**config.mk**
```make
export PLATFORM = sky130hd
export DESIGN_NAME = vga_timing_flat
export DESIGN_NICKNAME = d
export VERILOG_FILES = /design/src/rtl/vga_timing_if.sv /design/src/rtl/vga_timing.sv /design/src/flat_wrapper.sv
export SDC_FILE = /design/constraint.sdc
export NUM_CORES = 1
export LEC_CHECK = 0
export BUFFER_PORTS_ARGS = -buffer_cell sky130_fd_sc_hd__buf_2
export CORE_ASPECT_RATIO = 2
export CORE_MARGIN = 1.5
export CORE_UTILIZATION = 30
export DETAILED_ROUTE_END_ITERATION = 12
export SLEW_MARGIN = 20
export SYNTH_ARGS = -nofsm -noshare
export SYNTH_HDL_FRONTEND = slang
export SYNTH_SLANG_ARGS = --single-unit
export TNS_END_PERCENT = 20
```
**constraint.sdc**
```tcl
create_clock -name pclk -period 4.4 [get_ports pclk]
set_input_delay 0.44 -clock pclk [delete_from_list [all_inputs] [get_ports pclk]]
set_output_delay 0.44 -clock pclk [all_outputs]
set_load 0.05 [all_outputs]
```
**src/rtl/vga_timing_if.sv**
```systemverilog
// Video timing bus: pixel coordinates plus sync/blank/frame flags for one pixel.
interface vga_timing_if;
  logic [10:0] hcount;
  logic [10:0] vcount;
  logic        hsync;
  logic        vsync;
  logic        hblnk;
  logic        vblnk;
  logic        frame_start;

  modport master (
    output hcount, vcount, hsync, vsync, hblnk, vblnk, frame_start
  );

  modport slave (
    input hcount, vcount, hsync, vsync, hblnk, vblnk, frame_start
  );
endinterface

```
**src/rtl/vga_timing.sv**
```systemverilog
// Free-running raster timing generator. Counters and flags are all flops that
// update on the same edge, so coordinate, sync and blank always describe the
// same pixel. Flags are derived from the next-count values for that reason.
module vga_timing #(
  parameter int unsigned H_ACTIVE = 800,
  parameter int unsigned H_FP     = 40,
  parameter int unsigned H_SYNC   = 128,
  parameter int unsigned H_BP     = 88,
  parameter int unsigned V_ACTIVE = 600,
  parameter int unsigned V_FP     = 1,
  parameter int unsigned V_SYNC   = 4,
  parameter int unsigned V_BP     = 23,
  parameter logic        HS_POL   = 1'b1,
  parameter logic        VS_POL   = 1'b1
) (
  input logic          pclk,
  input logic          rst_n,
  vga_timing_if.master bus
);

  localparam int unsigned H_TOTAL = H_ACTIVE + H_FP + H_SYNC + H_BP;
  localparam int unsigned V_TOTAL = V_ACTIVE + V_FP + V_SYNC + V_BP;

  localparam logic [10:0] H_LAST   = 11'(H_TOTAL - 1);
  localparam logic [10:0] V_LAST   = 11'(V_TOTAL - 1);
  localparam logic [10:0] H_ACT    = 11'(H_ACTIVE);
  localparam logic [10:0] V_ACT    = 11'(V_ACTIVE);
  localparam logic [10:0] HS_START = 11'(H_ACTIVE + H_FP);
  localparam logic [10:0] HS_END   = 11'(H_ACTIVE + H_FP + H_SYNC);
  localparam logic [10:0] VS_START = 11'(V_ACTIVE + V_FP);
  localparam logic [10:0] VS_END   = 11'(V_ACTIVE + V_FP + V_SYNC);

  // Counters are 11 bits wide; larger rasters cannot be represented.
  generate
    if ((H_TOTAL > 2048) || (V_TOTAL > 2048)) begin : g_size_check
      $error("vga_timing: H_TOTAL and V_TOTAL must not exceed 2048");
    end
  endgenerate

  logic [10:0] hcount_r;
  logic [10:0] vcount_r;
  logic        hsync_r;
  logic        vsync_r;
  logic        hblnk_r;
  logic        vblnk_r;
  logic        frame_start_r;

  logic [10:0] hnext_s;
  logic [10:0] vnext_s;
  logic        h_wrap_s;
  logic        v_wrap_s;
  logic        hsync_s;
  logic        vsync_s;
  logic        hblnk_s;
  logic        vblnk_s;
  logic        frame_start_s;

  // Next raster position: h always advances, v advances only on an h wrap.
  always_comb begin
    h_wrap_s = (hcount_r == H_LAST);
    v_wrap_s = h_wrap_s && (vcount_r == V_LAST);
    if (h_wrap_s) begin
      hnext_s = 11'd0;
    end else begin
      hnext_s = hcount_r + 11'd1;
    end
    if (v_wrap_s) begin
      vnext_s = 11'd0;
    end else if (h_wrap_s) begin
      vnext_s = vcount_r + 11'd1;
    end else begin
      vnext_s = vcount_r;
    end
  end

  // Flags for the next position, so they register alongside the counters.
  always_comb begin
    hblnk_s       = (hnext_s >= H_ACT);
    vblnk_s       = (vnext_s >= V_ACT);
    frame_start_s = v_wrap_s;
    if ((hnext_s >= HS_START) && (hnext_s < HS_END)) begin
      hsync_s = HS_POL;
    end else begin
      hsync_s = ~HS_POL;
    end
    if ((vnext_s >= VS_START) && (vnext_s < VS_END)) begin
      vsync_s = VS_POL;
    end else begin
      vsync_s = ~VS_POL;
    end
  end

  // Position and flag registers; reset parks at (0,0) with syncs inactive.
  always_ff @(posedge pclk or negedge rst_n) begin
    if (!rst_n) begin
      hcount_r      <= 11'd0;
      vcount_r      <= 11'd0;
      hsync_r       <= ~HS_POL;
      vsync_r       <= ~VS_POL;
      hblnk_r       <= 1'b0;
      vblnk_r       <= 1'b0;
      frame_start_r <= 1'b0;
    end else begin
      hcount_r      <= hnext_s;
      vcount_r      <= vnext_s;
      hsync_r       <= hsync_s;
      vsync_r       <= vsync_s;
      hblnk_r       <= hblnk_s;
      vblnk_r       <= vblnk_s;
      frame_start_r <= frame_start_s;
    end
  end

  assign bus.hcount      = hcount_r;
  assign bus.vcount      = vcount_r;
  assign bus.hsync       = hsync_r;
  assign bus.vsync       = vsync_r;
  assign bus.hblnk       = hblnk_r;
  assign bus.vblnk       = vblnk_r;
  assign bus.frame_start = frame_start_r;

endmodule

```
**src/flat_wrapper.sv**
```systemverilog
// flat-port wrapper written by rule: the top's interface ports become plain ports
module vga_timing_flat 
#(
  parameter int unsigned H_ACTIVE = 800,
  parameter int unsigned H_FP     = 40,
  parameter int unsigned H_SYNC   = 128,
  parameter int unsigned H_BP     = 88,
  parameter int unsigned V_ACTIVE = 600,
  parameter int unsigned V_FP     = 1,
  parameter int unsigned V_SYNC   = 4,
  parameter int unsigned V_BP     = 23,
  parameter logic        HS_POL   = 1'b1,
  parameter logic        VS_POL   = 1'b1
)
  (pclk, rst_n, bus_hcount, bus_vcount, bus_hsync, bus_vsync, bus_hblnk, bus_vblnk, bus_frame_start);
  vga_timing_if bus_i ();
  input logic pclk;
  input logic rst_n;
  output wire logic [$bits(bus_i.hcount)-1:0] bus_hcount;
  output wire logic [$bits(bus_i.vcount)-1:0] bus_vcount;
  output wire logic [$bits(bus_i.hsync)-1:0] bus_hsync;
  output wire logic [$bits(bus_i.vsync)-1:0] bus_vsync;
  output wire logic [$bits(bus_i.hblnk)-1:0] bus_hblnk;
  output wire logic [$bits(bus_i.vblnk)-1:0] bus_vblnk;
  output wire logic [$bits(bus_i.frame_start)-1:0] bus_frame_start;
  assign bus_hcount = bus_i.hcount;
  assign bus_vcount = bus_i.vcount;
  assign bus_hsync = bus_i.hsync;
  assign bus_vsync = bus_i.vsync;
  assign bus_hblnk = bus_i.hblnk;
  assign bus_vblnk = bus_i.vblnk;
  assign bus_frame_start = bus_i.frame_start;
  vga_timing #(.H_ACTIVE(H_ACTIVE), .H_FP(H_FP), .H_SYNC(H_SYNC), .H_BP(H_BP), .V_ACTIVE(V_ACTIVE), .V_FP(V_FP), .V_SYNC(V_SYNC), .V_BP(V_BP), .HS_POL(HS_POL), .VS_POL(VS_POL)) u_core (.pclk(pclk), .rst_n(rst_n), .bus(bus_i));
endmodule
```
==> key figures <==
Detailed routing
  • Detail Route Antenna Nets: 0
  • Post-Route WL: 3503 um
  • Vias per cell: between 5 and 6
  • Residual DRC: 0
  • Routed vias: roughly 1.2k
  • Number of DRC markers in iteration 0: 15
  • Wirelength per Cell: ~15 um
  • First-pass detailed-route iteration total: 4

Layout
  • Net count, final: approximately 180
  • Filler cells: between 500 and 600
  • Commonest cells after routing, fill and taps aside: 28 x buf_2, 27 x dfrtp_1, 14 x nor2_1
  • Most common cell after layout, fill and taps aside: buf_2
  • Layout cell share with drive strength beyond 1: approximately 28%
  • Synthesis-to-layout area growth: 14.38%
  • Final Instance Area: between 1500 and 2000 um^2
  • Number of antenna repair diodes: 0

Place
  • Hpwl dp: ~2600 um
  • DP Worst Slack: 2.103 ns
  • GP Congestion: ~0.9
  • Port buffer count: 28
  • Placed inst area: about 1700 um^2

STA
  • Final setup TNS: 0 ns
  • Crit share post-route: ~54%
  • Post-Route Skew: 0.006893 ns
  • Peak Freq: 424.7 MHz
  • Final slew viol count: 0
  • Setup violations, final: 0
  • Worst Tran Pin Value: 0.6262 ns
  • Setup ws final: a little over 2 ns
  • RSZ-0062 raised after global routing: no
  • Max_slew headroom: between 50% and 60%
  • Hold Violations, Final: 0
  • Min cycle time layout: approximately 2.4 ns

Synth
  • Post-synth ARST share: 100.0%
  • Post-Synth Adder-Cell Area: 1.653%
  • Sequential area share after synthesis: between 40% and 50%
  • Ys flop type: dfrtp_1
  • Simple-gate area share of the yosys netlist: about 29%
  • Yosys warning total: 0
  • Post-Synth XOR/XNOR Area: between 10% and 20%
  • Largest family of logic cells by synthesized area: simple AND/OR/NAND/NOR gates
  • Post-synth EDFFs: 0
  • Syn nets: 150
  • Cell area after synthesis: approximately 1500 um^2
  • FF+latch count, synth: 27
  • Mux contribution to synthesized area: 0.7438%
  • Syn avg cell area: approximately 10 um^2
  • Complex-gate fraction of the synthesized area: ~8.2%
  • Post-Syn Instances: between 100 and 150
  • Synth cell types: 46

Worst setup path
  • Critical path class: reg2reg
  • Crit. path cell count: 6
  • R2R cell count: 6
  • Slowest-stage cell, CP: dfrtp_1
  • Max Fanout on Critical Path: 12
  • CP Launch Type: register
  • Top delay family on crit path: simple AND/OR/NAND/NOR gates
  • Critical path, cell by cell: nor4b_4, nand3_2, nor4_2, and4b_1, o211ai_2, a2111oi_2
  • Worst path max stage delay: about 0.5 ns
  • Crit path capture type: register
  • CP arrival: between 2 and 3 ns
  • WP buf/inv: 0
  • CP required: 4.57 ns

GRT
  • GRT Overall Usage: 14.27%
  • Gr ovfl total: 0
  • First-pass GRT wire length: approximately 5800 um
  • Vias in the first global route: around 1.2k
  • Pin count of the biggest net entering global routing: 28
  • Initial antenna violation count: 0

Hold path
  • HP Class: in2async

CTS
  • TritonCTS clock tree: done
  • Htree depth: 1
  • Worst skew pair latency: 0.27 ns
  • Cts hold-fix bufs: 0
  • CTS sink cnt: 27
  • Clk slew on worst S/H paths: roughly 0.1 ns
  • CTS root buffer: clkbuf_8
  • Post-CTS setup buffer count: 0
  • Post-cts resize count: 0
  • Clock tree buffer depth: 2
  • Cts bufs inserted: 3

Pwr
  • PD cells: ~230 nW/um^2
  • Peak supply drop: 162.0 uV
  • Lkg Pwr: about 0.85 nW

Die
  • I/O pins: 29
  • Core ar.: ~4900 um^2
  • Chip width: around 53 um
  • DIE AREA: 5507 um^2
  • Die Height: between 100 and 150 um
  • Initial Utilization: 31.12%
  • Row cnt: 36

Status
  • Status: complete, no violations

Run
  • Maxcap violations: 0
-- state kept, by name, indices dropped and copies added, names as in the netlist --
signal / flops
u_core.bus.hcount: 11
u_core.bus.vcount: 11
u_core.bus.frame_start: 1
u_core.bus.hblnk: 1
u_core.bus.hsync: 1
u_core.bus.vblnk: 1
u_core.bus.vsync: 1
-- report_power, final --
part	switching [mW]	internal (mW)	total [mW]
clock	0.0785	0.0635	0.142
sequential	0	0.248	0.248
combinational	0.00483	0.000318	0.00514
total	0.0833	0.312	0.395
-- metal layers --
layer | GRT usage [%] | up-vias | routed length, um | part of all wire, %
li1 | - | 560 | - | -
met1 | 16.35 | 566 | 1326 | 38
met2 | 25.64 | 23 | 1985 | 57
met3 | 1.293 | 9 | 98 | 2.8
met4 | 6.706 | 0 | 93 | 2.7
met5 | 0 | - | 0 | 0
-- synthesized netlist by cell type (2+ instances only) --
library cell,number,area share (%)
nor4_2,3,2.5
a21oi_1,3,0.99
nor3_1,4,1.3
nand2b_1,3,1.2
o21ai_0,3,0.99
dfrtp_1,27,45
and3_2,2,0.99
xnor2_1,8,4.6
nand4_1,5,2.1
a2bb2oi_1,2,1.2
ha_1,2,1.7
nand3_1,5,1.7
buf_6,2,1.5
clkbuf_1,2,0.50
nor2_1,14,3.5
nand3b_1,3,1.5
inv_1,6,1.5
and3_1,3,1.2
nand2_1,11,2.7
xor2_1,10,5.8
buf_2,2,0.66
and2_1,2,0.83
-- cells by family after synthesis --
group                    count (synthesis)
AND/OR/NAND/NOR                         69
flip-flops                              27
XOR/XNOR                                19
AO/OA/AOI/OAI                           16
buffers and inverters                   12
adder cells (fa/ha/maj)                  2
multiplexers                             1
-- path summary, 6_finish.rpt --
kind,from,endpoint,slack [ns]
max reg2reg,u_core.bus.hcount[5]$_DFF_PN0_,u_core.bus.vsync$_DFF_PN0_,2.05
min reg2reg,u_core.bus.hcount[0]$_DFF_PN0_,u_core.bus.hcount[0]$_DFF_PN0_,0.51
max in group asynchronous,rst_n,u_core.bus.vcount[2]$_DFF_PN0_,3.82
min in group pclk,u_core.bus.hcount[0]$_DFF_PN0_,u_core.bus.hcount[0]$_DFF_PN0_,0.51
max,u_core.bus.hcount[5]$_DFF_PN0_,u_core.bus.vsync$_DFF_PN0_,2.05
min,rst_n,u_core.bus.hcount[2]$_DFF_PN0_,0.17
-- final cells by class --
type | count | area, um^2 | share of cell area (%)
inverters | 6 | 22.52 | 1.301
flip-flops and latches | 27 | 675.6 | 39.02
repair buffers | 28 | 140.1 | 8.092
well taps | 57 | 71.32 | 4.118
clock inverters | 1 | 5.005 | 0.2890
clock buffers | 3 | 41.29 | 2.384
multi-input cells | 107 | 775.7 | 44.80
-- worst register-to-register path, delay by kind of cell (launching register included) --
| family | cells | cell delay [ns] |
|---|---|---|
| DFF | 1 | 0.50 |
| and+or+nand+nor | 4 | 1.42 |
| AOI/OAI and AO/OA | 2 | 0.33 |
-- stage by stage --
| stage | cells | hold slack (ns) | utilization, % | power (mW) |
|---|---|---|---|---|
| 2_1_floorplan | 146 | 0.1444 | - | 0.2529 |
| 3_3_place_gp | 225 | 0.4786 | 34.65 | 0.2585 |
| 3_5_place_dp | 225 | 0.5023 | 34.65 | 0.2586 |
| 4_1_cts | 229 | 0.1879 | 35.60 | 0.4014 |
| 5_1_grt | 229 | 0.2125 | 35.60 | 0.4121 |
| 6_report | 229 | 0.1694 | 35.60 | 0.3951 |
(Power assumes the default switching activity.)
